<file path="src/rtl/dispense_sequencer_pkg.sv">
// Shared state encodings and helpers for the dispense sequencer.
package dispense_pkg;

  localparam logic [2:0] EST_LECTURA = 3'd0;
  localparam logic [2:0] EST_ESPERA  = 3'd1;
  localparam logic [2:0] EST_CARGA   = 3'd2;
  localparam logic [2:0] EST_FIN     = 3'd3;
  localparam logic [2:0] EST_ERROR   = 3'd4;

  typedef enum logic [2:0] {
    LECTURA = EST_LECTURA,
    ESPERA  = EST_ESPERA,
    CARGA   = EST_CARGA,
    FIN     = EST_FIN,
    ERROR   = EST_ERROR
  } est_t;

  // Position of the most significant set bit; 0 when the vector is empty.
  function automatic logic [4:0] hi_bit(input logic [31:0] v);
    logic [4:0] r;
    r = '0;
    for (int i = 0; i < 32; i++) begin
      if (v[i]) r = 5'(i);
    end
    return r;
  endfunction

endpackage

</file>
<file path="src/rtl/dispense_sequencer_if.sv">
// Front-end / motor-side signal bundle of the dispense sequencer.
interface dispense_sequencer_if #(
  parameter int N_CH = 3
);
  localparam int CH_W = (N_CH > 1) ? $clog2(N_CH) : 1;

  logic            RGB_full;
  logic            enter;
  logic            abort;
  logic [N_CH-1:0] ch_mask;
  logic [N_CH-1:0] flags;
  logic [N_CH-1:0] Motores;
  logic            trigger;
  logic            busy;
  logic            done;
  logic            error;
  logic [CH_W-1:0] ch_idx;
  logic [2:0]      est;

  modport master (
    output RGB_full, enter, abort, ch_mask, flags,
    input  Motores, trigger, busy, done, error, ch_idx, est
  );

  modport slave (
    input  RGB_full, enter, abort, ch_mask, flags,
    output Motores, trigger, busy, done, error, ch_idx, est
  );
endinterface

</file>
<file path="src/rtl/dispense_sequencer_prio_enc_hi.sv">
// Highest-set-bit encoder: o_idx is the MSB position of i_vec, o_valid when any bit is set.
module prio_enc_hi
  import dispense_pkg::*;
#(
  parameter int N = 3,
  parameter int W = (N > 1) ? $clog2(N) : 1
) (
  input  logic [N-1:0] i_vec,
  output logic [W-1:0] o_idx,
  output logic         o_valid
);

  logic [31:0] w_ext;

  always_comb begin
    w_ext        = '0;
    w_ext[N-1:0] = i_vec;
  end

  assign o_idx   = W'(hi_bit(w_ext));
  assign o_valid = |i_vec;

endmodule

</file>
<file path="src/rtl/dispense_sequencer.sv">
// N-channel dispensing sequencer, highest channel first.
// Define DISPENSE_TIMEOUT_EN to build the per-channel watchdog and the ERROR state.
module dispense_sequencer
  import dispense_pkg::*;
#(
  parameter int N_CH        = 3,
  parameter int TIMEOUT_W   = 16,
  parameter int TIMEOUT_CYC = 50000
) (
  input logic           clk,
  input logic           reset,
  dispense_sequencer_if.slave io
);

  localparam int CH_W = (N_CH > 1) ? $clog2(N_CH) : 1;

  if (TIMEOUT_CYC < 1 || TIMEOUT_CYC >= (1 << TIMEOUT_W)) begin : g_badTimeout
    $error("TIMEOUT_CYC must lie in [1, 2**TIMEOUT_W)");
  end

  est_t            r_est;
  logic [N_CH-1:0] r_pend;
  logic [CH_W-1:0] r_chIdx;
  logic [N_CH-1:0] r_motores;
  logic            r_trigger;
  logic            r_busy;
  logic            r_done;
`ifdef DISPENSE_TIMEOUT_EN
  logic [TIMEOUT_W-1:0] r_wdog;
  logic                 r_error;
`endif

  logic [N_CH-1:0] w_curHot;
  logic [N_CH-1:0] w_pendNext;
  logic            w_flagHit;
  logic [N_CH-1:0] w_encIn;
  logic [CH_W-1:0] w_encIdx;
  logic            w_encValid;

  assign w_curHot   = N_CH'(1) << r_chIdx;
  assign w_pendNext = r_pend & ~w_curHot;
  assign w_flagHit  = |(io.flags & w_curHot);

  // One encoder serves both the start (raw mask) and each advance (remaining channels).
  assign w_encIn = (r_est == CARGA) ? w_pendNext : io.ch_mask;

  prio_enc_hi #(.N(N_CH), .W(CH_W)) u_prioEnc (
    .i_vec   (w_encIn),
    .o_idx   (w_encIdx),
    .o_valid (w_encValid)
  );

  always_ff @(posedge clk) begin
    if (reset) begin
      r_est     <= LECTURA;
      r_pend    <= '0;
      r_chIdx   <= '0;
      r_motores <= '0;
      r_trigger <= 1'b0;
      r_busy    <= 1'b0;
      r_done    <= 1'b0;
`ifdef DISPENSE_TIMEOUT_EN
      r_wdog    <= '0;
      r_error   <= 1'b0;
`endif
    end else begin
      r_trigger <= 1'b0;
      r_done    <= 1'b0;
      if (io.abort) begin
        r_est     <= LECTURA;
        r_pend    <= '0;
        r_chIdx   <= '0;
        r_motores <= '0;
        r_busy    <= 1'b0;
`ifdef DISPENSE_TIMEOUT_EN
        r_wdog    <= '0;
        r_error   <= 1'b0;
`endif
      end else begin
        case (r_est)
          LECTURA: if (io.RGB_full) r_est <= ESPERA;
          ESPERA: begin
            if (!io.RGB_full) begin
              r_est <= LECTURA;
            end else if (io.enter) begin
              r_pend <= io.ch_mask;
              if (!w_encValid) begin
                r_est  <= FIN;
                r_done <= 1'b1;
              end else begin
                r_est     <= CARGA;
                r_chIdx   <= w_encIdx;
                r_motores <= N_CH'(1) << w_encIdx;
                r_trigger <= 1'b1;
                r_busy    <= 1'b1;
`ifdef DISPENSE_TIMEOUT_EN
                r_wdog    <= '0;
`endif
              end
            end
          end
          CARGA: begin
            // A completion flag outranks a watchdog expiry landing on the same edge.
            if (w_flagHit) begin
              r_pend <= w_pendNext;
`ifdef DISPENSE_TIMEOUT_EN
              r_wdog <= '0;
`endif
              if (!w_encValid) begin
                r_est     <= FIN;
                r_motores <= '0;
                r_busy    <= 1'b0;
                r_done    <= 1'b1;
              end else begin
                r_chIdx   <= w_encIdx;
                r_motores <= N_CH'(1) << w_encIdx;
                r_trigger <= 1'b1;
              end
            end
`ifdef DISPENSE_TIMEOUT_EN
            else if (r_wdog == TIMEOUT_W'(TIMEOUT_CYC - 1)) begin
              r_est     <= ERROR;
              r_motores <= '0;
              r_busy    <= 1'b0;
              r_error   <= 1'b1;
              r_wdog    <= '0;
            end else begin
              r_wdog <= r_wdog + 1'b1;
            end
`endif
          end
          FIN: r_est <= LECTURA;
`ifdef DISPENSE_TIMEOUT_EN
          ERROR: begin
            if (io.enter) begin
              r_est   <= LECTURA;
              r_error <= 1'b0;
              r_pend  <= '0;
            end
          end
`endif
          default: begin
            r_est     <= LECTURA;
            r_motores <= '0;
            r_busy    <= 1'b0;
          end
        endcase
      end
    end
  end

  assign io.Motores = r_motores;
  assign io.trigger = r_trigger;
  assign io.busy    = r_busy;
  assign io.done    = r_done;
  assign io.ch_idx  = r_chIdx;
  assign io.est     = r_est;
`ifdef DISPENSE_TIMEOUT_EN
  assign io.error   = r_error;
`else
  assign io.error   = 1'b0;
`endif

endmodule

</file>
<file path="src/flat_wrapper.sv">
// flat-port wrapper written by rule: the top's interface ports become plain ports
module dispense_sequencer_flat import dispense_pkg::*;
#(
  parameter int N_CH        = 3,
  parameter int TIMEOUT_W   = 16,
  parameter int TIMEOUT_CYC = 50000
)
  (clk, reset, io_RGB_full, io_enter, io_abort, io_ch_mask, io_flags, io_Motores, io_trigger, io_busy, io_done, io_error, io_ch_idx, io_est);
  dispense_sequencer_if #(.N_CH(N_CH)) io_i ();
  input logic clk;
  input logic reset;
  input wire logic [$bits(io_i.RGB_full)-1:0] io_RGB_full;
  input wire logic [$bits(io_i.enter)-1:0] io_enter;
  input wire logic [$bits(io_i.abort)-1:0] io_abort;
  input wire logic [$bits(io_i.ch_mask)-1:0] io_ch_mask;
  input wire logic [$bits(io_i.flags)-1:0] io_flags;
  output wire logic [$bits(io_i.Motores)-1:0] io_Motores;
  output wire logic [$bits(io_i.trigger)-1:0] io_trigger;
  output wire logic [$bits(io_i.busy)-1:0] io_busy;
  output wire logic [$bits(io_i.done)-1:0] io_done;
  output wire logic [$bits(io_i.error)-1:0] io_error;
  output wire logic [$bits(io_i.ch_idx)-1:0] io_ch_idx;
  output wire logic [$bits(io_i.est)-1:0] io_est;
  assign io_i.RGB_full = io_RGB_full;
  assign io_i.enter = io_enter;
  assign io_i.abort = io_abort;
  assign io_i.ch_mask = io_ch_mask;
  assign io_i.flags = io_flags;
  assign io_Motores = io_i.Motores;
  assign io_trigger = io_i.trigger;
  assign io_busy = io_i.busy;
  assign io_done = io_i.done;
  assign io_error = io_i.error;
  assign io_ch_idx = io_i.ch_idx;
  assign io_est = io_i.est;
  dispense_sequencer #(.N_CH(N_CH), .TIMEOUT_W(TIMEOUT_W), .TIMEOUT_CYC(TIMEOUT_CYC)) u_core (.clk(clk), .reset(reset), .io(io_i));
endmodule
</file>
<file path="config.mk">
export PLATFORM = sky130hd
export DESIGN_NAME = dispense_sequencer_flat
export DESIGN_NICKNAME = d
export VERILOG_FILES = /design/src/rtl/dispense_sequencer_pkg.sv /design/src/rtl/dispense_sequencer_if.sv /design/src/rtl/dispense_sequencer_prio_enc_hi.sv /design/src/rtl/dispense_sequencer.sv /design/src/flat_wrapper.sv
export SDC_FILE = /design/constraint.sdc
export NUM_CORES = 1
export LEC_CHECK = 0
export ABC_CLOCK_PERIOD_IN_PS = 2220
export CORE_MARGIN = 3
export CORE_UTILIZATION = 25
export DETAILED_ROUTE_END_ITERATION = 8
export GPL_ROUTABILITY_DRIVEN = 0
export SLEW_MARGIN = 25
export SYNTH_ARGS = -nofsm -noshare
export SYNTH_HDL_FRONTEND = slang
export SYNTH_SLANG_ARGS = --single-unit
</file>
<file path="constraint.sdc">
create_clock -name clk -period 2.22 [get_ports clk]
set_input_delay 0.555 -clock clk [delete_from_list [all_inputs] [get_ports clk]]
set_output_delay 0.555 -clock clk [all_outputs]
set_load 0.01 [all_outputs]
</file>
# Word-level counts from Yosys, hierarchy flattened
# Index checks and enable logic that the tools add are counted.
[word_totals] reg_bits=14 word_cells=74 in_bits=11 output_inout_bits=12
[classes] n_bitwise=4 n_shift=2 mux=41 eq_ne=10 reduce_logical=10
[op_table] cell="3-bit 2-to-1 mux" count=14
[op_table] cell="3-bit one-hot mux with 3 select lines" count=2
[op_table] cell="1-bit 2-to-1 mux" count=15
[op_table] cell="2-bit 2-to-1 mux" count=5
[op_table] cell="2-bit != test (second input constant)" count=4
[op_table] cell="4-bit AND reduction" count=2
[op_table] cell="3-bit AND" count=2
[op_table] cell="3-bit by 2-bit == test with 1-bit output (second input constant)" count=2
[op_table] cell="3-bit one-hot mux with 2 select lines" count=1
[op_table] cell="6-bit AND reduction" count=1
[op_table] cell="3-bit OR reduction" count=2
[op_table] cell="1-bit by 2-bit << shifter with 3-bit output (first input constant)" count=2
[op_table] cell="5-bit AND reduction" count=1
[op_table] cell="2-bit by 1-bit != test with 1-bit output (second input constant)" count=2
[op_table] cell="1-bit one-hot mux with 2 select lines" count=2
[op_table] cell="2-bit one-hot mux with 2 select lines" count=1
[op_table] cell="2-bit OR reduction" count=2
[op_table] cell="3-bit by 1-bit == test with 1-bit output (second input constant)" count=1
[op_table] cell="3-bit logical NOT" count=1
[op_table] cell="3-bit != test (second input constant)" count=1
[op_table] cell="3-bit NOT" count=1
[op_table] cell="1-bit one-hot mux with 3 select lines" count=1
[op_table] cell="2-bit nonzero test" count=1
[op_table] cell="1-bit NOT" count=1

# Logic depth before layout (Yosys ltp)
[depth] word_depth=11 mapped_depth=8 ltp_nobuf=7

# Cells and area by module
# Synthesis repeated with hierarchy kept, for this count alone.
[unflattened] cells_unflattened=106 area_unflattened_um2=863.3
[by_module_without_submodules] mod="dispense_sequencer" n_inst=1 seq_area_each_um2=260.2 cells_per_inst=103 area_per_inst_um2=843.3
[by_module_without_submodules] mod="prio_enc_hi" n_inst=1 seq_area_each_um2=0.0 cells_per_inst=3 area_per_inst_um2=20.0

# Least setup slack after synthesis
# OpenSTA, ideal clock, no wires.
[synth_timing] path_type="register to register" start="register u_core.r_est[0], in the netlist u_core.io.est[0]" end="register u_core.r_est[1], in the netlist u_core.io.est[1]" setup_slack_ns=0.170 synth_period_minus_slack_ns=2.050 arrival_ns=1.989 required_time_ns=2.159 n_path_buf=1 path_stages_with_launch=9 setup_time_ns=0.061 path_cell_list="dfxtp_1 > inv_1 > ha_1 > buf_4 > o211ai_2 > o21ai_1 > or3_4 > a2111oi_4 > a311o_1"
[synth_between] elab_chain_len=5 elab_cells_between_ends=11 cone_classes="eq/ne: 6; mux: 2; reduce/logical: 3"
[synth_lines] element="from (decl)" line="dispense_sequencer.sv:21" source="est_t r_est;"
[synth_lines] element="from (signal assigned)" line="dispense_sequencer.sv:55" source="r_est <= LECTURA;"
[synth_lines] element="from (signal assigned)" line="dispense_sequencer.sv:70" source="r_est <= LECTURA;"
[synth_lines] element="from (signal assigned)" line="dispense_sequencer.sv:81" source="LECTURA: if (io.RGB_full) r_est <= ESPERA;"
[synth_lines] element="3-bit by 2-bit == test with 1-bit output" line="dispense_sequencer.sv:45, dispense_sequencer.sv:80"
[synth_lines] element="3-bit 2-to-1 mux" line="dispense_sequencer.sv:45" source="assign w_encIn = (r_est == CARGA) ? w_pendNext : io.ch_mask;"
[synth_lines] element="3-bit OR reduction" line="dispense_sequencer_prio_enc_hi.sv:21" source="assign o_valid = |i_vec;"
[synth_lines] element="2-bit != test (no source line)"
[synth_lines] element="4-bit AND reduction (no source line)"
# Several ways; a longest one is shown, not always the timed one.
# A chain may end at the register's enable or synchronous reset.

# Worst setup path after layout
# Ends and elaborated chain as after synthesis.

==> results by group <==
Job
  • Max Cap Viol: 0

Run status
  • Outcome: finished, final reports clean

Pwr
  • Switching share of power: 0.2671
  • Switch Pwr: between 0.1 and 0.15 mW
  • Int Power: ~0.36 mW
  • Maximum VDD drop: 321.6 uV
  • Comb pwr share: 0.224
  • Clock power share: 0.288
  • Pwr per Cell Area: 429.7 mW/mm^2
  • Lkg Pwr: 0.4313 nW
  • Seq pwr share: 0.488

STA
  • Final Hold Viols: 0
  • RSZ-0062 raised after global routing: false
  • PnR worst setup slack: 162.8 ps
  • Fin crit share: 0.9267
  • FMAX: 486.1 MHz
  • Fin crit period: 2057 ps
  • Count of final setup violators: 0
  • Fin. max-slew vios: 0
  • Worst Skew: approximately 2.5 ps
  • Setup TNS: 0 ps

CTS
  • Post-CTS Setup Repair Bufs: 0
  • CTS Hold Bufs: 0
  • CTS tree: built
  • # clock sinks: 13
  • Total CTS buffers: 3
  • Clock Latency Late Sink: 270 ps
  • Root buf cell: clkbuf_4
  • Clock-pin slew on the worst setup and hold paths: about 70 ps
  • Htree depth: 1
  • CTS max path bufs: 2

Min path
  • Hold Path Stages: 2
  • Hold endpoint: u_core.io.Motores[0]
  • Worst hold path class: reg2reg
  • Min-delay src: u_core.io.Motores[0]

Global routing
  • Initial antenna violation count: 0
  • Largest net degree at the start of global routing: 11
  • GRT overflow: 0
  • GRT Overall Usage: 0.1122
  • Number of global-route vias before repair: approximately 760
  • First-pass GRT wire length: 3588 um

Routing
  • Vias post-DR: 789
  • DRT Wirelength: ~2100 um
  • Final ANT Viol Nets: 0
  • Post-DR wirelength/cell: around 13 um
  • Vias per cell: 4.696
  • Iter 0 DRT Violations: between 40 and 50
  • # DRC: 0
  • DRT Pass-1 Iters: 4

Yosys
  • Sequential area share after synthesis: 0.3161
  • Synth Flop Type: dfxtp_1
  • Library cells used by synthesis: 36
  • EDFF count, synth: 0
  • Mapped Cells: 96
  • Synth Warn #: 0
  • Avg Synthesized Cell Area: 8.576 sq um
  • Mapped cell area: 823.3 sq um
  • Register bit total from synthesis: 13
  • Async SR Flop Fraction: 0

Layout
  • Synth-to-Final Area Change: 38.91%
  • N_diodes: 0
  • Final nets: 140
  • Final Cell Area: 0.001144 sq mm
  • Share of layout cells above drive strength 1: 0.1774

Setup path
  • Worst path slowest cell: or3_4
  • Reg2Reg Depth: 7
  • FF-to-FF Start: u_core.io.est[0]
  • Setup crit end kind: flop
  • Setup CP Type: reg2reg
  • Startpoint Class: flop
  • Reg-to-reg setup timing slack: between 150 and 200 ps
  • Peak fanout along the critical path: 7
  • Worst EP arrival: between 2000 and 2500 ps
  • Crit path cell chain: inv_1 -> ha_1 -> inv_1 -> o2bb2ai_2 -> or3_4 -> a2111oi_4 -> a311o_1
  • Crit path required time: 2430 ps
  • CP most frequent cell: inv_1
  • CP peak stage delay: 420 ps
  • FF-to-FF End: u_core.io.est[1]

Floorplanning
  • Row cnt: 20
  • Core area: 0.003103 sq mm
  • Starting Density: 0.2653
  • Die area: 0.004018 sq mm
  • Io pins: 23
  • Die width: 63.39 um
  • Die height: 63.39 um

Placed design
  • Cell Area, Placed: 0.001112 sq mm
  • IO buf count: 20
  • Dpl hpwl: 1693 um
  • DP Worst Slack: 56.66 ps
how the worst max path moves through the flow:
stage / from / to / cells past startpoint
after global routing: u_core.io.est[0] / u_core.io.est[1] / 7
after floorplan: u_core.io.est[0] / u_core.io.est[1] / 8
after global placement: io_abort / u_core.io.Motores[0] / 4
after CTS: u_core.io.est[0] / u_core.io.est[1] / 7
after detailed placement: io_ch_mask[0] / u_core.io.est[1] / 6
final: u_core.io.est[0] / u_core.io.est[1] / 7
timing repair:
action	CTS	global route
setup endpoints to repair	0	2
resized for setup	0	1
hold endpoints to repair	0	0
Yosys cell counts (all sizes together), types with 2 or more instances:
cell type,count,area (sq um)
nor2b,3,18.77
inv,4,15.01
ha,4,50.05
buf,4,26.27
mux2i,6,60.06
o21ai,5,25.02
nor2,12,45.04
o211ai,2,25.02
or3,2,17.52
nand3,3,20.02
nand2,12,45.04
dfxtp,13,260.3
a21oi,6,30.03
o2bb2ai,2,30.03
critical path, delay by kind of cell, from the launching register on:
kind / cells / cell delay [ps]
adders and majority gates: 1 / 330
DFF: 1 / 310
and+or+nand+nor: 1 / 420
AOI/OAI and AO/OA: 3 / 690
buffers and inverters: 2 / 260
layout by cell type (no fill, tap or decap), drive strengths merged, types with 2 or more instances in the layout:
| master | instances |
|---|---|
| clkbuf | 4 |
| o211ai | 2 |
| inv | 4 |
| nand3 | 3 |
| nor2b | 3 |
| clkdlybuf4s50 | 20 |
| o21ai | 5 |
| or3 | 2 |
| buf | 8 |
| dfxtp | 13 |
| nor2 | 12 |
| ha | 4 |
| o2bb2ai | 2 |
| mux2i | 6 |
| conb | 2 |
| nand2 | 12 |
| a21oi | 6 |
final cells by class:
cell class	count	area [sq um]
fillers	355	1959
multi-input cells	75	526.8
flip-flops and latches	13	260.3
repair buffers	28	260.3
well taps	44	55.05
clock buffers	4	26.28
inverters	4	15.01
metal layers:
| layer | share of wire | up-vias | GRT usage |
|---|---|---|---|
| met2 | 0.46 | 29 | 0.1760 |
| met1 | 0.45 | 362 | 0.1478 |
| met5 | 0 | - | 0 |
| met3 | 0.083 | 0 | 0.04456 |
| met4 | 0 | 0 | 0.01617 |
| li1 | - | 398 | - |
state kept, by name (all words and copies together), names as in the netlist:
| signal | cells |
|---|---|
| u_core.io.trigger | 1 |
| u_core.io.busy | 1 |
| u_core.io.ch_idx | 2 |
| u_core.io.est | 2 |
| u_core.io.done | 1 |
| u_core.r_pend | 3 |
| u_core.io.Motores | 3 |
cells by family after synthesis:
family                     after synthesis  synth area share
other                                    1          0.004555
DFF                                     13            0.3161
buffers and inverters                    9           0.05470
and+or+nand+nor                         39            0.2356
adders and majority gates                4           0.06079
muxes                                    6           0.07295
AOI/OAI and AO/OA                       24            0.2553
metrics by stage:
step                power [mW]  utilization  instances  hold WS [ps]
floorplan               0.3077            -         97         436.6
global placement        0.3538       0.3585        164         447.6
detailed placement      0.3537       0.3585        164         458.7
CTS                     0.4950       0.3669        168         469.7
global route            0.5196       0.3685        168         504.4
finish                  0.4915       0.3685        168         463.4
power groups by stage:
stage	clock network, mW	logic [mW]	registers [mW]
6_report	0.142	0.110	0.240
3_5_place_dp	0	0.108	0.245
2_1_floorplan	0	0.0601	0.248
4_1_cts	0.146	0.109	0.240
5_1_grt	0.158	0.121	0.241
3_3_place_gp	0	0.109	0.245
No activity file was read; power rests on OpenSTA's default activity.
==> edit: new RTL, same flow settings <==
Build with the macro `DISPENSE_TIMEOUT_EN` defined.
--- a/src/rtl/dispense_sequencer.sv
+++ b/src/rtl/dispense_sequencer.sv
@@ -1,4 +1,6 @@
 // N-channel dispensing sequencer, highest channel first.
 // Define DISPENSE_TIMEOUT_EN to build the per-channel watchdog and the ERROR state.
+`define DISPENSE_TIMEOUT_EN
+
 module dispense_sequencer
   import dispense_pkg::*;
Function: same outputs for any inputs over 10 cycles, from zero or initial values; that may be too few to reach the edited logic, so the function may still have changed.
==> edit against the unedited design <==
Power increased by 130%. Global-route usage increased by 1.3 points. Sequential cell count increased by 18. Worst setup slack got worse by 29 ps. Design area increased by 100%. Area after synthesis increased by 110%. Wire length increased by 120%. Clock skew increased by 7.1 ps.
==> edit: results (changes against the unedited design) <==
| Metric | Value |
|---|---|
| Internal reg-to-reg setup slack | `130 ps (-30 ps)` |
| Worst-Skew Late Latency | `290 ps (+20 ps)` |
| Vias in the first global route | `1672 (+120%)` |
| Clock tree buffer depth | `2 (unchanged)` |
| Hold WS | `462.2 ps (-1.166 ps)` |
| Hold path depth | `2 (unchanged)` |
| DR pass1 iterations | `5 (+1)` |
| Crit path from | `u_core.r_wdog[15]$_SDFFE_PP0P_` |
| Netlist cell types | `56 (+56%)` |
| Clock transition at path regs | `60 ps` |
| Pin count of the biggest net entering global routing | `14 (+3)` |
| Dpl hpwl | `3500 um (+110%)` |
| Slowest stage cell on the critical path | `or4_1` |
| Worst-case reg-to-reg path depth | `5 (-2)` |
| DRT iter0 DRCs | `128 (+200%)` |
| Post-Synthesis Cells | `212 (+120%)` |
| Worst Skew | `9.609 ps (+7.081 ps)` |
| Sw frac | `24.34% (-2.4 points)` |
| Fraction of layout cells with a size suffix above 1 | `19.32% (+1.6 points)` |
| # port buffers | `22 (+10%)` |
| Cells after DPL | `333 (+100%)` |
| Most used flip-flop cell after synthesis | `dfxtp_1` |
| Via/cell ratio | `5.161 (+9.9%)` |
| Crit-path max cell delay | `550 ps (+130 ps)` |
| Initial antenna violation count | `0 (unchanged)` |
| H-tree levels | `2 (+1)` |
| Asr flop ratio synth | `0% (unchanged)` |
| Biggest register | `u_core.r_wdog` |
| Post-CTS Setup Bufs | `0 (unchanged)` |
| Synth cell count leaders | `dfxtp_1, nand2_1, nor2_1` |
| N_diodes | `0 (unchanged)` |
| Cells resized by post-CTS repair | `0 (unchanged)` |
| Top Family by Delay on Critical Path | `simple AND/OR/NAND/NOR gates` |
| Sequential-to-total area share from yosys stat | `35.97% (+4.4 points)` |
| Worst-path fanout max | `5 (-2)` |
| GRT Resource Usage Total | `12.50% (+1.3 points)` |
| Max FFs per register | `16` |
| VDD IR-drop max | `0.2165 mV (-33%)` |
| Lkg Pwr | `0.8187 nW (+90%)` |
| Top post-synthesis cells by area | `dfxtp_1, a21oi_1, nand2_1, nor2_1, o21ai_0` |
| Status | `completed` |
| Via count | `1760 (+120%)` |
| Root Buffer | `clkbuf_8` |
| Hold path endpoint | `u_core.io.error$_SDFFE_PP0P_` |
| Least-Margin Pin Slew | `557.7 ps` |
| Final-layout fill cell count | `682 (+92%)` |
| FF-to-FF End | `u_core.io.Motores[0]$_SDFFE_PP0P_` |
| Total CTS buffers | `5 (+2)` |
| Final WL | `4656 um (+120%)` |
| Min-delay src | `u_core.io.error$_SDFFE_PP0P_` |
| First-pass GRT wire length | `7797 um (+120%)` |
| Area after DPL | `2241 um^2 (+100%)` |
| Synth warn | `0 (unchanged)` |
| Nets | `275 (+96%)` |
edit: cell count changes in the layout (fill, tap and decap cells not counted), moves of 6 or more:
cell and delta:
nor2_1 +6, buf_4 +24, o21ai_0 +9, nor3_1 +6, dfxtp_1 +18, a21oi_1 +10
nand2_1 +7
edit: logic make-up (layout without fill, tap and decap cells):
| logic type | Yosys count | in the layout | share of synthesized area, % |
|---|---|---|---|
| xor gates and xnor gates | 4 | 4 | 2.031 |
| AOI/OAI and AO/OA | 62 | 62 | 23.57 |
| buffers and inverters | 13 | 65 | 3.045 |
| and+or+nand+nor | 97 | 97 | 32.34 |
| muxes | 4 | 4 | 2.321 |
| adders and majority gates | 1 | 1 | 0.7250 |
| DFF | 31 | 31 | 35.97 |
edit: stage by stage:
stage	power (mW)	worst slack, ps
6_report	1.107	133.9
3_3_place_gp	0.6859	-190.6
3_5_place_dp	0.6856	-273.4
4_1_cts	1.116	9.747
5_1_grt	1.159	-5.647
2_1_floorplan	0.6210	155.2
edit: tightest hold or removal path: cells and delay by family (launching register included):
kind	cells	cell delay, ps
compound gates	1	50
flops	1	310
simple gates	1	50
edit: power groups by stage:
stage	combinational, mW	clock [mW]	sequential, mW
global placement	0.112	0	0.573
detailed placement	0.112	0	0.574
global route	0.126	0.473	0.561
finish	0.115	0.430	0.561
floorplan	0.0464	0	0.575
CTS	0.113	0.442	0.561
edit: area by class of cell:
type	count	area (um^2)	share of cell area (%)
clock inverter	1	5.005	0.2138
inverter	3	11.26	0.4810
clock buffer	7	76.32	3.260
tap	77	96.34	4.115
timing repair buffer	54	460.4	19.67
multi-input combinational	168	1071	45.75
sequential	31	620.6	26.51
edit: worst max path at each step:
stage	endpoint	slack [ps]	cells after the start
CTS	u_core.r_wdog[15]$_SDFFE_PP0P_	10	6
global route	u_core.io.Motores[0]$_SDFFE_PP0P_	-6	5
detailed placement	u_core.r_wdog[15]$_SDFFE_PP0P_	-270	6
floorplan	u_core.r_wdog[13]$_SDFFE_PP0P_	160	6
finish	u_core.io.Motores[0]$_SDFFE_PP0P_	130	5
global placement	u_core.r_wdog[11]$_SDFFE_PP0P_	-190	6
edit: metal layers:
layer	share of wire, %	track usage, %
met1	50	17.94
met2	43	18.29
met3	4.8	2.949
met4	1.4	4.330
met5	0	0
